[src/rtl/soma_gradiente_pkg.sv]
// Shared constants, state encoding and sign-extension helper for the gradient summer.
package soma_gradiente_pkg;

   localparam int unsigned N_ELEM = 25;
   localparam int unsigned ELEM_W = 16;
   localparam int unsigned ACC_W  = 21;
   localparam int unsigned MAG_W  = 22;
   localparam int unsigned PIX_W  = 8;
   localparam int unsigned IDX_W  = 5;

   typedef enum logic [1:0] {
      S_IDLE = 2'd0,
      S_ACC  = 2'd1,
      S_OUT  = 2'd2
   } state_t;

   // Widen one kernel product to accumulator width, keeping its sign.
   function automatic logic signed [ACC_W-1:0] sext_elem(input logic [ELEM_W-1:0] e);
      return $signed({{(ACC_W-ELEM_W){e[ELEM_W-1]}}, e});
   endfunction

endpackage

[src/rtl/magnitude_clamp.sv]
// Combinational |gx| + |gy| followed by either saturation to 8 bits (default)
// or binarisation against THRESHOLD when EDGE_THRESHOLD_EN is defined.
module magnitude_clamp
   import soma_gradiente_pkg::*;
#(
   parameter int unsigned THRESHOLD = 128
) (
   input  logic signed [ACC_W-1:0] gx,
   input  logic signed [ACC_W-1:0] gy,
   output logic        [PIX_W-1:0] pixel
);

   localparam logic [MAG_W-1:0] PIX_MAX = MAG_W'((1 << PIX_W) - 1);

   logic signed [MAG_W-1:0] gx_ext, gy_ext;
   logic        [MAG_W-1:0] abs_x, abs_y, mag;

   // Extend by one bit before negating so abs never wraps, then sum and map to a pixel.
   always_comb begin
      gx_ext = {gx[ACC_W-1], gx};
      gy_ext = {gy[ACC_W-1], gy};
      abs_x  = gx_ext[MAG_W-1] ? -gx_ext : gx_ext;
      abs_y  = gy_ext[MAG_W-1] ? -gy_ext : gy_ext;
      mag    = abs_x + abs_y;
`ifdef EDGE_THRESHOLD_EN
      pixel  = (mag > MAG_W'(THRESHOLD)) ? '1 : '0;
`else
      pixel  = (mag > PIX_MAX) ? '1 : mag[PIX_W-1:0];
`endif
   end

`ifndef EDGE_THRESHOLD_EN
   logic unused_threshold;
   assign unused_threshold = ^THRESHOLD;
`endif

endmodule

[src/rtl/soma_gradiente.sv]
// Sequential Gx/Gy summer: captures 25 kernel products per axis on start, accumulates
// one element per clock, then registers the edge pixel and both sums with a done pulse.
// Optional build macro: EDGE_THRESHOLD_EN (binarised pixel output).
module soma_gradiente
   import soma_gradiente_pkg::*;
#(
   parameter int unsigned THRESHOLD = 128
) (
   input  logic                            clock,
   input  logic                            reset,
   input  logic                            start,
   input  logic        [N_ELEM*ELEM_W-1:0] products_x,
   input  logic        [N_ELEM*ELEM_W-1:0] products_y,
   output logic        [PIX_W-1:0]         pixel_out,
   output logic signed [ACC_W-1:0]         gx_sum,
   output logic signed [ACC_W-1:0]         gy_sum,
   output logic                            busy,
   output logic                            done
);

   state_t                  state_q, state_d;
   logic [ELEM_W-1:0]       elem_x_q [N_ELEM];
   logic [ELEM_W-1:0]       elem_y_q [N_ELEM];
   logic [IDX_W-1:0]        index_q;
   logic signed [ACC_W-1:0] acc_x_q, acc_y_q;
   logic [PIX_W-1:0]        pixel_d;
   logic                    launch;

   assign launch = (state_q == S_IDLE) && start;
   assign busy   = (state_q != S_IDLE);

   // State register.
   always_ff @(posedge clock or posedge reset) begin
      if (reset) state_q <= S_IDLE;
      else       state_q <= state_d;
   end

   // Next-state: one pass of 25 accumulate cycles, then a single output cycle.
   always_comb begin
      state_d = state_q;
      unique case (state_q)
         S_IDLE:  if (start) state_d = S_ACC;
         S_ACC:   if (index_q == IDX_W'(N_ELEM - 1)) state_d = S_OUT;
         S_OUT:   state_d = S_IDLE;
         default: state_d = S_IDLE;
      endcase
   end

   // Snapshot both product vectors so upstream is free to move on after start.
   always_ff @(posedge clock or posedge reset) begin
      if (reset) begin
         for (int j = 0; j < N_ELEM; j++) begin
            elem_x_q[j] <= '0;
            elem_y_q[j] <= '0;
         end
      end else if (launch) begin
         for (int j = 0; j < N_ELEM; j++) begin
            elem_x_q[j] <= products_x[j*ELEM_W +: ELEM_W];
            elem_y_q[j] <= products_y[j*ELEM_W +: ELEM_W];
         end
      end
   end

   // Accumulators and element index.
   always_ff @(posedge clock or posedge reset) begin
      if (reset) begin
         acc_x_q <= '0;
         acc_y_q <= '0;
         index_q <= '0;
      end else if (launch) begin
         acc_x_q <= '0;
         acc_y_q <= '0;
         index_q <= '0;
      end else if (state_q == S_ACC) begin
         acc_x_q <= acc_x_q + sext_elem(elem_x_q[index_q]);
         acc_y_q <= acc_y_q + sext_elem(elem_y_q[index_q]);
         index_q <= index_q + IDX_W'(1);
      end else if (state_q == S_OUT) begin
         index_q <= '0;
      end
   end

   magnitude_clamp #(
      .THRESHOLD (THRESHOLD)
   ) u_magnitude_clamp (
      .gx    (acc_x_q),
      .gy    (acc_y_q),
      .pixel (pixel_d)
   );

   // Result registers hold until the next output cycle; done marks the cycle after S_OUT.
   always_ff @(posedge clock or posedge reset) begin
      if (reset) begin
         pixel_out <= '0;
         gx_sum    <= '0;
         gy_sum    <= '0;
         done      <= 1'b0;
      end else begin
         done <= (state_q == S_OUT);
         if (state_q == S_OUT) begin
            pixel_out <= pixel_d;
            gx_sum    <= acc_x_q;
            gy_sum    <= acc_y_q;
         end
      end
   end

endmodule

[config.mk]
export PLATFORM = sky130hd
export DESIGN_NAME = soma_gradiente
export DESIGN_NICKNAME = d
export VERILOG_FILES = /design/src/rtl/soma_gradiente_pkg.sv /design/src/rtl/magnitude_clamp.sv /design/src/rtl/soma_gradiente.sv
export SDC_FILE = /design/constraint.sdc
export NUM_CORES = 2
export LEC_CHECK = 0
export CORE_AREA = 3 3 327 329
export DETAILED_ROUTE_END_ITERATION = 6
export DIE_AREA = 0 0 330 332
export PLACE_DENSITY = 0.67
export SLEW_MARGIN = 20
export SYNTH_ARGS = -nofsm -noshare
export SYNTH_HDL_FRONTEND = slang
export SYNTH_HIERARCHICAL = 1
export SYNTH_SLANG_ARGS = --single-unit
[constraint.sdc]
create_clock -name clock -period 36.8 [get_ports clock]
set_input_delay 5.52 -clock clock [delete_from_list [all_inputs] [get_ports clock]]
set_output_delay 5.52 -clock clock [all_outputs]
set_load 0.01 [all_outputs]
==> results.ini <==
[synth]
yosysTopAreaCell=dfrtp_1
synth.distinct_cells=82
syn_area_um2=44110
avgSynthCellArea_um2=9.184
yosysWarnings=6
netlist_instances=4803
yosys-top-cells-area=dfrtp_1 51%, nand2_1 21%, mux4_2 8.7%
async_flop_share_pct=100.0
ys_seq_area_share_pct=51.06
synth-edff-count=0
synth.ff_latch_count=900
synthFlopType=dfrtp_1
synthTopCellsByCount=2,509 x nand2_1, 900 x dfrtp_1, 238 x clkbuf_1, 170 x mux4_2, 111 x mux2i_1
synth.top_cell.area_share_pct=51.06
synth_fp_nets=5674
synth.most_common_cell=nand2_1

[placed_design]
dp_hpwl_um=121100
gp_congestion=0.9114
io_buffers=854
dpl_cell_area_um2=53700
place_worst_setup_slack_ps=25850

[finish]
areaGrowthSynthToFinish_pct=29.64
drive_gt1_share_pct=8.800
design_area_um2=57190
n_fill_cell=9351
fin_nets=6386

[power_and_ir_drop]
power.density_nw_per_um2=97.41
ir_worst_vdd_mv=0.05593
p_leak_nw=27.39

[setup_path]
r2r-start=index_q[0]$_DFFE_PP0P_
critPathMaxFanout=155
cp.required_ps=37640
worstRegToRegCells=16
worstSetupStartpointType=input port
arrival_ps=10690
r2r_setup_slack_ps=29900
startpoint=reset
timing.rr.end=acc_y_q[20]$_DFFE_PP0P_
worstSetupPathType=in2async
crit_path_end_kind=asynchronous set/reset pin

[timing]
tns_ps=0
tightest_slew_ps=1162
finalHoldWorstSlack_ps=468.3
fin_worst_skew_ps=28.14
rsz0062_at_grt=false
slew_violations=0
fmax_ghz=0.1015
hold_viol=0
finalCritPeriodShare_pct=26.77
setup_ws_ps=26950
setup_viol=0
maxSlewHeadroom_pct=22.40
finalCriticalPeriod_ps=9852

[grt]
grt_overflow=0
track_usage_pct=29.29
first_global_vias=37460
antenna_found_initial=58
grt_max_degree=220
grt_pass1_wl_um=239800

[clocking]
cts_hold_buffers=0
cts_tree=yes
cts_sinks=900
cts-root-buf=clkbuf_16
post_cts_buffers=0
cts_inserted_buffers=98
clk_path_buf_depth=3
cts.clk_slew.worst_paths_ps=60
cts_resized=0
ctsHtreeMaxLevel=3
clk_latency_ps=690

[floorplanning]
dieArea_um2=109600
start_util_pct=42.50
num_rows=118
fp.dieW_um=330
io_pins=855
coreArea_um2=103800
fp.dieH_um=332

[hold_path]
min_from=elem_x_q[169]$_DFFE_PP0P_
min_path_type=reg2reg
worstHoldPathCells=2
hold_end=elem_x_q[169]$_DFFE_PP0P_

[drt]
wl_per_cell_um=23.36
avgViaCountPerCell=5.355
antenna_left=0
drtIter0Drc=3450
route.detailed.drc=0
finalWirelength_um=164000
drtPass1Iterations=6
vias=37610

[run]
cap_violations=0

[status]
status=completed

-- logic make-up after synthesis --
| kind of cell | synth area share, % |
|---|---|
| multiplexers | 12.59 |
| flip-flops | 51.06 |
| AO/OA/AOI/OAI | 5.301 |
| XOR/XNOR | 1.509 |
| adder cells (fa/ha/maj) | 1.980 |
| buffers and inverters | 3.080 |
| AND/OR/NAND/NOR | 24.48 |
-- through the flow --
step | total power, mW | utilization [%] | std cells
after floorplan | 3.633 | - | 4803
after global placement | 4.485 | 51.74 | 6794
after detailed placement | 4.542 | 51.74 | 6794
after CTS | 5.585 | 54.94 | 6970
after global routing | 5.952 | 55.08 | 7018
final | 5.570 | 55.10 | 7024
-- per-layer routing --
layer  vias to the layer above  share of wire [%]  track usage [%]
met2                      1461                 49            47.33
met1                     18650                 41            38.92
met4                        12                3.6            11.78
met3                       261                6.7            5.545
met5                         -              0.059                0
li1                      17230                  -                -
-- worst max-delay path, cell delays in order --
cell and delay [ps]:
clkdlybuf4s50_1 490, inv_8 510, buf_12 540, buf_4 740
buf_4 790, buf_4 790, buf_4 460, buf_16 310
-- power breakdown --
group	internal (mW)	total (mW)	leakage (nW)	switching, mW
sequential	1.45	1.79	11.3	0.343
clock	0.609	1.02	1.63	0.415
combinational	1.19	2.76	14.5	1.57
total	3.25	5.57	27.4	2.33
-- registers in the layout, indices dropped and copies added (netlist names) --
signal	flops
acc_x_q	21
acc_y_q	21
done	1
elem_x_q	400
elem_y_q	400
gx_sum	21
gy_sum	21
index_q	5
pixel_out	8
state_q	2
-- cell type report --
cell class / count / area [µm²] / area share [%]
diodes: 53 / 132.6 / 0.2319
repair buffers: 901 / 8996 / 15.73
clock inverters: 27 / 355.3 / 0.6214
inverters: 39 / 153.9 / 0.2691
multi-input cells: 3575 / 20310 / 35.52
clock buffers: 149 / 2968 / 5.190
flip-flops and latches: 900 / 22540 / 39.42
well taps: 1380 / 1727 / 3.019
-- layout by cell type, fill, tap and decap left out, types with 7 or more instances in the layout --
cell type and count:
nand2b_1 17, a2111oi_1 13, o21ai_1 9, nand4_1 20
a2111oi_0 7, inv_1 36, nand2_1 2508, a21o_1 26
a21oi_1 58, mux4_2 170, nor2b_1 7, o21ai_0 70
buf_4 40, clkbuf_8 26, clkinv_2 12, clkbuf_1 22
clkbuf_16 101, bufinv_16 8, o211ai_1 16, mux2i_1 111
a2111oi_2 7, dfrtp_1 895, or2_2 25, a31oi_1 32
mux2_2 50, o22ai_1 25, nand3_1 30, xor2_1 22
o31ai_1 14, ha_1 65, nor2_1 79, diode_2 53
or3_1 9, clkdlybuf4s50_1 854, nor3_1 15, xnor2_1 54
-- worst max-delay path by stage --
stage / endpoint / slack (ps) / cells past startpoint
6_report: elem_x_q[326]$_DFFE_PP0P_ / 26950 / 8
5_1_grt: elem_x_q[326]$_DFFE_PP0P_ / 26410 / 8
4_1_cts: elem_x_q[311]$_DFFE_PP0P_ / 26560 / 7
3_5_place_dp: elem_x_q[345]$_DFFE_PP0P_ / 25850 / 7
3_3_place_gp: elem_x_q[279]$_DFFE_PP0P_ / 25890 / 7
2_1_floorplan: acc_x_q[0]$_DFFE_PP0P_ / 5980 / 1
Power figures use the tool's default switching activity.
